<file path="src/rtl/pc_pkg.sv">
// Shared types and default vectors for the fetch-stage program counter.
package pc_pkg;

  typedef enum logic {
    RUN    = 1'b0,
    HALTED = 1'b1
  } pc_state_e;

  localparam logic [31:0] RESET_VECTOR_DEF = 32'h0000_0000;
  localparam logic [31:0] TRAP_VECTOR_DEF  = 32'h0000_0100;
  localparam int unsigned STEP_DEF         = 4;

endpackage

</file>
<file path="src/rtl/pc_adder.sv">
// Sequential-address adder: base + STEP, wrapping modulo 2^XLEN.
module pc_adder #(
  parameter int          XLEN = 32,
  parameter int unsigned STEP = 4
) (
  input  logic [XLEN-1:0] base,
  output logic [XLEN-1:0] sum
);

  assign sum = base + XLEN'(STEP);

endmodule

</file>
<file path="src/rtl/pc_unit.sv">
// Fetch-stage program counter with redirect, trap entry/return and halt.
module pc_unit
  import pc_pkg::*;
#(
  parameter int               XLEN         = 32,
  parameter logic [XLEN-1:0]  RESET_VECTOR = XLEN'(RESET_VECTOR_DEF),
  parameter logic [XLEN-1:0]  TRAP_VECTOR  = XLEN'(TRAP_VECTOR_DEF),
  parameter int unsigned      STEP         = STEP_DEF
) (
  input  logic            clk,
  input  logic            reset,
  input  logic            stall_in,
  input  logic            fetch_ready_in,
  input  logic            redirect_in,
  input  logic [XLEN-1:0] redirect_target_in,
  input  logic            trap_in,
  input  logic            mret_in,
  input  logic            halt_in,
  input  logic            resume_in,
  output logic [XLEN-1:0] pc_out,
  output logic [XLEN-1:0] pc_next_seq_out,
  output logic            fetch_valid_out,
  output logic [XLEN-1:0] epc_out,
  output logic            misalign_out
);

  pc_state_e state_q;
  logic      tgt_misaligned;
  logic      advance;

  pc_adder #(
    .XLEN (XLEN),
    .STEP (STEP)
  ) u_adder (
    .base (pc_out),
    .sum  (pc_next_seq_out)
  );

  assign tgt_misaligned = |redirect_target_in[1:0];
  assign advance        = fetch_ready_in && !stall_in;

  always_ff @(posedge clk) begin
    if (reset) begin
      state_q         <= RUN;
      pc_out          <= RESET_VECTOR;
      epc_out         <= '0;
      fetch_valid_out <= 1'b1;
      misalign_out    <= 1'b0;
    end else begin
      misalign_out <= 1'b0;
      unique case (state_q)
        RUN: begin
          if (trap_in) begin
            epc_out <= pc_out;
            pc_out  <= TRAP_VECTOR;
          end else if (redirect_in && tgt_misaligned) begin
            epc_out      <= pc_out;
            pc_out       <= TRAP_VECTOR;
            misalign_out <= 1'b1;
          end else if (redirect_in) begin
            pc_out <= redirect_target_in;
          end else if (mret_in) begin
            pc_out <= epc_out;
          end else if (advance) begin
            pc_out <= pc_next_seq_out;
          end
          // Halt lands after this cycle's PC update.
          if (halt_in) begin
            state_q         <= HALTED;
            fetch_valid_out <= 1'b0;
          end
        end
        HALTED: begin
          if (trap_in) begin
            epc_out         <= pc_out;
            pc_out          <= TRAP_VECTOR;
            state_q         <= RUN;
            fetch_valid_out <= 1'b1;
          end else if (resume_in) begin
            state_q         <= RUN;
            fetch_valid_out <= 1'b1;
          end
        end
        default: begin
          state_q         <= RUN;
          fetch_valid_out <= 1'b1;
        end
      endcase
    end
  end

endmodule
</file>
<file path="config.mk">
export PLATFORM = sky130hd
export DESIGN_NAME = pc_unit
export DESIGN_NICKNAME = d
export VERILOG_FILES = /design/src/rtl/pc_pkg.sv /design/src/rtl/pc_adder.sv /design/src/rtl/pc_unit.sv
export SDC_FILE = /design/constraint.sdc
export NUM_CORES = 1
export LEC_CHECK = 0
export CAP_MARGIN = 20
export CORE_ASPECT_RATIO = 1.5
export CORE_UTILIZATION = 41
export DETAILED_ROUTE_END_ITERATION = 16
export PLACE_DENSITY = 0.77
export SLEW_MARGIN = 25
export SYNTH_ARGS = -nofsm -noshare
export SYNTH_HDL_FRONTEND = slang
export SYNTH_HIERARCHICAL = 1
export SYNTH_SLANG_ARGS = --single-unit
</file>
<file path="constraint.sdc">
create_clock -name clk -period 1.87 [get_ports clk]
set_input_delay 0.374 -clock clk [delete_from_list [all_inputs] [get_ports clk]]
set_output_delay 0.374 -clock clk [all_outputs]
set_load 0.02 [all_outputs]
</file>
==> metrics, run 1 <==
failing checks=setup timing; Rows=43; DR iter-0 viols=276; Hold-fix buffers, CTS=0; async set or reset register ratio after synthesis=0%; IO buf count=138; max cap viols=0; status=finished, violations left; Max Clock Freq=0.4435 GHz; H-Tree Depth=3; vias in the first global route=4661; DP Wirelength=9715 um; Req. time, crit path=1.50 ns; crit path max fanout=8; Top FF cell, synth=dfxtp_1; Die Span X=81.86 um; Worst IR Drop VDD=553.2 uV; PwrDens=581.7 nW/um2; Die H=121.8 um; register-to-register setup slack=-0.20 ns; Num CTS Buffers=9; TritonRoute pass-1 iters=7; distinct cell type count after synthesis=42; Synth top area share=34.19%; synth top area cells=dfxtp_1 (34%), a21oi_1 (8.2%), nand2_1 (7.3%); Avg Cell Area, Syn=7.892 um2; Seq cells post-synth=67; Synth area leader=dfxtp_1; detailed-route DRC error count=0; Core Region=9254 um2; layout cell share with drive strength beyond 1=34.44%; Vias/cell=5.863; root buf cell=clkbuf_16; total chip power=4005 uW; Initial Util=42.39%; worst clock skew=0.004742 ns; CP endpoint kind=output port; post-synthesis sequential area ratio=34.19%; Syn Inst Count=497; worst skew pair latency=0.33 ns; fin. max-slew vios=0; worst slack, placed=-0.5675 ns; grt total ovfl=0; DRT antenna net count=0; DRT Wirelength=15010 um; Slew headroom=60.66%; Mapped Area=3923 um2; Syn Nets=539; first-pass GRT wire length=22300 um; yosys warns=6; Ports=139; CP Launch Type=flop; vias=4708; CTS Buffer Depth=2; Final Hold Fails=0; crit path DAT=1.88 ns; drt wl/cell=18.69 um; RSZ-0062 raised after global routing=true; Final WS setup=-0.3847 ns; largest net degree at the start of global routing=32; number of synthesized flops with an enable pin=0; gr usage total=29.38%; fin crit share=120.6%; Layout area overhead=75.53%; initial antenna violation count=0; Pleak=0.002813 uW; Die ar.=9970 um2; n_diodes=0; gpl congestion=0.8186; Final setup viols=44; hold crit path type=flop to flop; CTS tree=built; Clock Sinks=67; clock slew at reported path FFs=0.05 ns; WS Path Type=flop to output port; minimum clock period after layout=2.255 ns; Worst Max-Slew Pin Slew=0.5901 ns; # nets final=728
-- cell families (layout without fill, tap and decap cells) --
group	count (synthesis)	in the layout	synth area share, %
compound gates	133	133	23.19
mux	4	4	1.021
xor+xnor	28	28	6.252
simple gates	215	215	28.58
flops	67	67	34.19
buf+inv	49	243	6.443
fa+ha+maj	1	1	0.3189
-- through the flow --
step,instance area [um2],TNS [ns],util [%],instances,hold WS [ns]
global placement,6065,-13.25,65.54,770,0.4528
floorplan,4197,-4.767,-,497,0.5287
CTS,6549,-7.405,70.77,795,0.4725
detailed placement,6065,-13.97,65.54,770,0.4662
global route,6885,-13.20,74.41,803,0.4896
finish,6885,-9.019,74.41,803,0.4746
-- cell usage after synthesis, types with 3 or more instances --
| library cell | count |
|---|---|
| nand4_1 | 9 |
| a21oi_1 | 64 |
| xnor2_1 | 21 |
| nand2_1 | 76 |
| nor2_1 | 11 |
| o2111ai_1 | 28 |
| nor4_1 | 3 |
| a211o_1 | 28 |
| nor3_1 | 5 |
| buf_6 | 3 |
| mux2i_1 | 4 |
| xor2_1 | 7 |
| inv_1 | 4 |
| o21ai_1 | 3 |
| dfxtp_1 | 67 |
| nand2b_1 | 29 |
| nor2b_1 | 28 |
| nand3_1 | 41 |
| buf_4 | 7 |
| clkbuf_1 | 18 |
| buf_2 | 16 |
-- power breakdown --
group / switching, uW / internal (uW) / leakage [uW]
clock network: 613 / 1040 / 0.000146
logic: 469 / 384 / 0.00211
registers: 35.8 / 1460 / 0.000553
total: 1120 / 2890 / 0.00281
-- cell usage in the layout (no fill, tap or decap), drive strengths merged, types with 4 or more instances in the layout --
cell type / netlist / final
nand2b: 29 / 29
mux2i: 4 / 4
nor4: 5 / 5
o21ai: 4 / 4
xnor2: 21 / 21
nand2: 76 / 76
nor3: 6 / 6
a211o: 28 / 28
nor2: 11 / 11
clkdlybuf4s50: 0 / 100
clkbuf: 18 / 16
nand4: 10 / 10
dlymetal6s2s: 0 / 4
xor2: 7 / 7
inv: 4 / 4
a21oi: 66 / 66
nor2b: 28 / 28
buf: 27 / 116
nand3: 42 / 42
o2111ai: 28 / 28
dfxtp: 67 / 67
-- worst max-delay path: stages, from the launching register on --
cell and delay [ns]:
dfxtp_4 0.35, nand3_4 0.13, nor4_4 0.32, buf_6 0.19, buf_4 0.13, nand3_4 0.07
xnor2_2 0.17, buf_4 0.18
-- sequential cells by signal, indices dropped and copies added (netlist names) --
name and cells:
state_q 1, pc_out 32, misalign_out 1, fetch_valid_out 1, epc_out 32
-- path summary, 6_finish.rpt --
| kind | end | depth (start not counted) | from |
|---|---|---|---|
| hold / removal | epc_out[10] | 2 | epc_out[10] |
| setup reg to reg | pc_out[20] | 10 | pc_out[11] |
| setup / recovery | pc_next_seq_out[27] | 7 | pc_out[6] |
| hold reg to reg | epc_out[10] | 2 | epc_out[10] |
-- metal layers --
layer / part of all wire (%) / vias up / wire length (um) / GRT usage, %
met5: 0 / - / 0 / 0
met3: 5.6 / 46 / 842 / 5.318
li1: - / 2151 / - / -
met1: 37 / 2285 / 5539 / 32.14
met2: 54 / 226 / 8073 / 51.29
met4: 3.7 / 0 / 557 / 17.43
-- final cells by class --
type                       instances  area [um2]
multi-input combinational        381        2952
fill                             630        2369
timing repair buffer             223        2106
sequential                        67        1380
clock buffer                      15       287.8
tap                              112       140.1
inverter                           4       15.01
clock inverter                     1       5.005
-- timing repair --
| item | in CTS | in global routing |
|---|---|---|
| pin swaps | 45 | 48 |
| setup buffers | 9 | 10 |
| endpoints found under the setup margin | 54 | 55 |
| resized for setup | 177 | 63 |
No activity file was read; power rests on OpenSTA's default activity.
==> inputs of run 2 (changes only) <==
CORE_MARGIN = 5   (was not set)
SYNTH_HIERARCHICAL = not set   (was 1)
==> run 2 against run 1 <==
- the run still ends with setup timing left
- sequential power barely moved
- via count grew 13%
- clock power grew 6%
- final area is 8.2% higher
- critical path type unchanged
- critical endpoint is now pc_next_seq_out[23]
- largest power group unchanged
- highest routed layer unchanged
==> metrics, run 2 <==
status=finished, violations left (unchanged); failing checks=setup timing (unchanged); Ports=139 (unchanged); Clk network pwr share=42.5% (was 41.3%); # nets final=812 (was 728); synth top area cells=dfxtp_1 (34%), nand2_1 (10%), a21oi_1 (6.4%) (was dfxtp_1 (34%), a21oi_1 (8.2%), nand2_1 (7.3%)); Hold Path Sink=epc_out[4] (was epc_out[10]); IO buf count=138 (unchanged); fin crit share=130.0% (was 120.6%); initial antenna violation count=0 (unchanged); PwrDens=552.5 nW/um2 (was 581.7 nW/um2); distinct cell type count after synthesis=61 (was 42); Clock Sinks=67 (unchanged); minimum clock period after layout=2.431 ns (was 2.255 ns); WS Path Type=flop to output port (unchanged); dpl cells=838 (was 770); count leader, synth=nand2_1 (unchanged); Final Hold Fails=0 (unchanged); Hold-fix buffers, CTS=0 (unchanged); Slew headroom=67.75% (was 60.66%); TritonRoute pass-1 iters=5 (was 7); layout cell share with drive strength beyond 1=39.41% (was 34.44%); crit path DAT=2.06 ns (was 1.88 ns); Synth top area share=34.26% (was 34.19%); detailed-route DRC error count=0 (unchanged); Die ar.=11640 um2 (was 9970 um2); yosys warns=0 (was 6); FF-to-FF Start=pc_out[8] (was pc_out[11]); Comb pwr share=21.0% (was 21.3%); Die H=129.7 um (was 121.8 um); Sw Ratio=28.17% (was 27.89%); Initial Util=42.06% (was 42.39%); largest family of logic cells by synthesized area=simple AND/OR/NAND/NOR gates (unchanged); worst clock skew=0.006340 ns (was 0.004742 ns); hold crit path type=flop to flop (unchanged); vias in the first global route=5213 (was 4661); fin util=80.01% (was 74.41%); clock slew at reported path FFs=0.05 ns (about the same); CTS tree=built (unchanged); Vias/cell=6.011 (was 5.863); Syn Inst Count=522 (was 497); Synth top cells by count=nand2_1 (107), dfxtp_1 (67), a21oi_1 (50) (was nand2_1 (76), dfxtp_1 (67), a21oi_1 (64)); Core Region=9308 um2 (was 9254 um2); vias=5326 (was 4708); Rows=43 (unchanged); Pleak=0.003445 uW (was 0.002813 uW); crit path max fanout=5 (was 8); largest net degree at the start of global routing=36 (was 32); DP Wirelength=12040 um (was 9715 um); fin. max-slew vios=0 (unchanged); worst skew pair latency=0.34 ns (was 0.33 ns); Worst Max-Slew Pin Slew=0.4837 ns (was 0.5901 ns); Non-Filler Instances=886 (was 803); Final setup viols=32 (was 44); synthesized-area fraction occupied by adder cells=0.6392% (was 0.3190%); Final WS setup=-0.5609 ns (was -0.3847 ns); post-synthesis sequential area ratio=34.26% (was 34.19%); Max Clock Freq=0.4114 GHz (was 0.4435 GHz); post-synthesis xor/xnor area fraction=5.593% (was 6.252%); Syn Nets=565 (was 539); Layout area overhead=90.22% (was 75.53%); P_sw=1159 uW (was 1117 uW); Mapped Area=3915 um2 (was 3923 um2); Num CTS Buffers=9 (unchanged); Synth area leader=dfxtp_1 (unchanged); number of synthesized flops with an enable pin=0 (unchanged); max cap viols=0 (unchanged); n_diodes=0 (unchanged); CTS Buffer Depth=2 (unchanged); DRT Wirelength=18880 um (was 15010 um); register-to-register setup slack=-0.18 ns (was -0.20 ns); first-pass GRT wire length=26630 um (was 22300 um); gpl congestion=0.9179 (was 0.8186); reg2reg end=pc_out[27] (was pc_out[20]); Req. time, crit path=1.50 ns (about the same); Sequential Power Share=36.4% (was 37.4%); CP endpoint kind=output port (unchanged); Compound-Gate Fraction of Synth Area=23.55% (was 23.19%); H-Tree Depth=3 (unchanged); Avg Cell Area, Syn=7.500 um2 (was 7.892 um2); async set or reset register ratio after synthesis=0% (unchanged); DR iter-0 viols=495 (was 276); RSZ-0062 raised after global routing=true (unchanged); Synth Area in Simple Gates=29.15% (was 28.58%); drt wl/cell=21.31 um (was 18.69 um); Int Power=2956 uW (was 2888 uW); CP Launch Type=flop (unchanged); commonest cells after routing, fill and taps aside=buf_4 (127), nand2_1 (102), clkdlybuf4s50_1 (88), a21oi_1 (50), dfxtp_1 (44) (was clkdlybuf4s50_1 (100), buf_4 (82), nand2_1 (70), a21oi_1 (61), dfxtp_1 (50)); post-synthesis mux area share=0.7670% (was 1.021%); grt total ovfl=0 (unchanged); min-delay src=epc_out[4] (was epc_out[10]); DRT antenna net count=0 (unchanged); Seq cells post-synth=67 (unchanged); worst reg2reg path depth=8 (was 10); Worst IR Drop VDD=565.3 uV (was 553.2 uV); root buf cell=clkbuf_16 (unchanged); largest registers=epc_out: 32 flops, pc_out: 32 flops (unchanged); gr usage total=28.45% (was 29.38%); commonest non-fill, non-tap cell in the layout=buf_4 (was clkdlybuf4s50_1); Hold Path Cell Cnt=2 (unchanged); Die Span X=89.79 um (was 81.86 um); Top FF cell, synth=dfxtp_1 (unchanged)
[run 2: changes by cell type after synthesis, sizes merged, moves of 11 or more]
cell,change
nand2b,-21
a211o,-25
o21ai,+18
nand3,-26
clkbuf,+12
nand2,+31
a21oi,-16
o2111ai,-25
buf,-11
nor2,+23
nor2b,-24
[run 2: routing by layer]
| metal | part of all wire [%] | global-route usage (%) | up-vias |
|---|---|---|---|
| met4 | 6.4 | 17.17 | 0 |
| met5 | 0 | 0 | - |
| met1 | 33 | 30.37 | 2528 |
| li1 | - | - | 2352 |
| met2 | 52 | 52.80 | 348 |
| met3 | 7.8 | 3.891 | 98 |
[run 2: cell families after synthesis]
| kind of cell | after synthesis |
|---|---|
| muxes | 3 |
| adders and majority gates | 2 |
| DFF | 67 |
| buffers and inverters | 57 |
| AOI/OAI and AO/OA | 138 |
| and+or+nand+nor | 230 |
| xor gates and xnor gates | 25 |
[run 2: layout make-up]
class | instances | area [um2]
repair buffers | 282 | 2592
flip-flops and latches | 67 | 1388
inverters | 11 | 41.29
clock buffers | 14 | 295.3
fillers | 577 | 1861
clock inverters | 2 | 13.76
well taps | 112 | 140.1
multi-input cells | 398 | 2977
[run 2: worst max path at each step]
stage,depth (start not counted),endpoint,slack [ns],startpoint
3_5_place_dp,5,pc_next_seq_out[23],-0.71,pc_out[13]
4_1_cts,5,pc_next_seq_out[23],-0.54,pc_out[10]
5_1_grt,5,pc_next_seq_out[23],-0.64,pc_out[8]
3_3_place_gp,5,pc_next_seq_out[23],-0.67,pc_out[13]
6_report,5,pc_next_seq_out[23],-0.56,pc_out[8]
2_1_floorplan,6,pc_next_seq_out[23],-0.26,pc_out[10]
[run 2: power by group through the flow]
stage               clock network [uW]  registers, uW  logic, uW
global placement                     0           1520        759
finish                            1750           1500        866
detailed placement                   0           1520        770
CTS                               1740           1500        802
floorplan                            0           1570        311
global route                      1820           1500        908
[run 2: per-stage QoR]
step	hold WS [ns]	area, um2	TNS (ns)	total power, uW	worst slack, ns
5_1_grt	0.4897	7447	-12.26	4233	-0.6412
2_1_floorplan	0.5145	4145	-1.184	1882	-0.2586
6_report	0.4637	7447	-9.664	4115	-0.5609
3_3_place_gp	0.4473	6317	-31.77	2281	-0.6675
3_5_place_dp	0.4578	6317	-34.52	2294	-0.7114
4_1_cts	0.4658	7013	-9.078	4035	-0.5361
[run 2: what timing repair did]
action | 4_1_cts | 5_1_grt
endpoints found under the setup margin | 62 | 82
setup buffers | 14 | 25
cloned | 1 | 1
pin swaps | 21 | 45
resized for setup | 220 | 78
[run 2: critical path, cell delays in order, from the launching register on]
cell and delay [ns]:
dfxtp_4 0.38, nand4_1 0.16, or4_4 0.62, nor3_4 0.22, xor2_2 0.19, buf_6 0.14
==> inputs of run 3 (changes only) <==
SLEW_MARGIN = 20   (was 25)
==> results of run 3 <==
The final DEF is identical to that of run 2; final timing and power are the same.
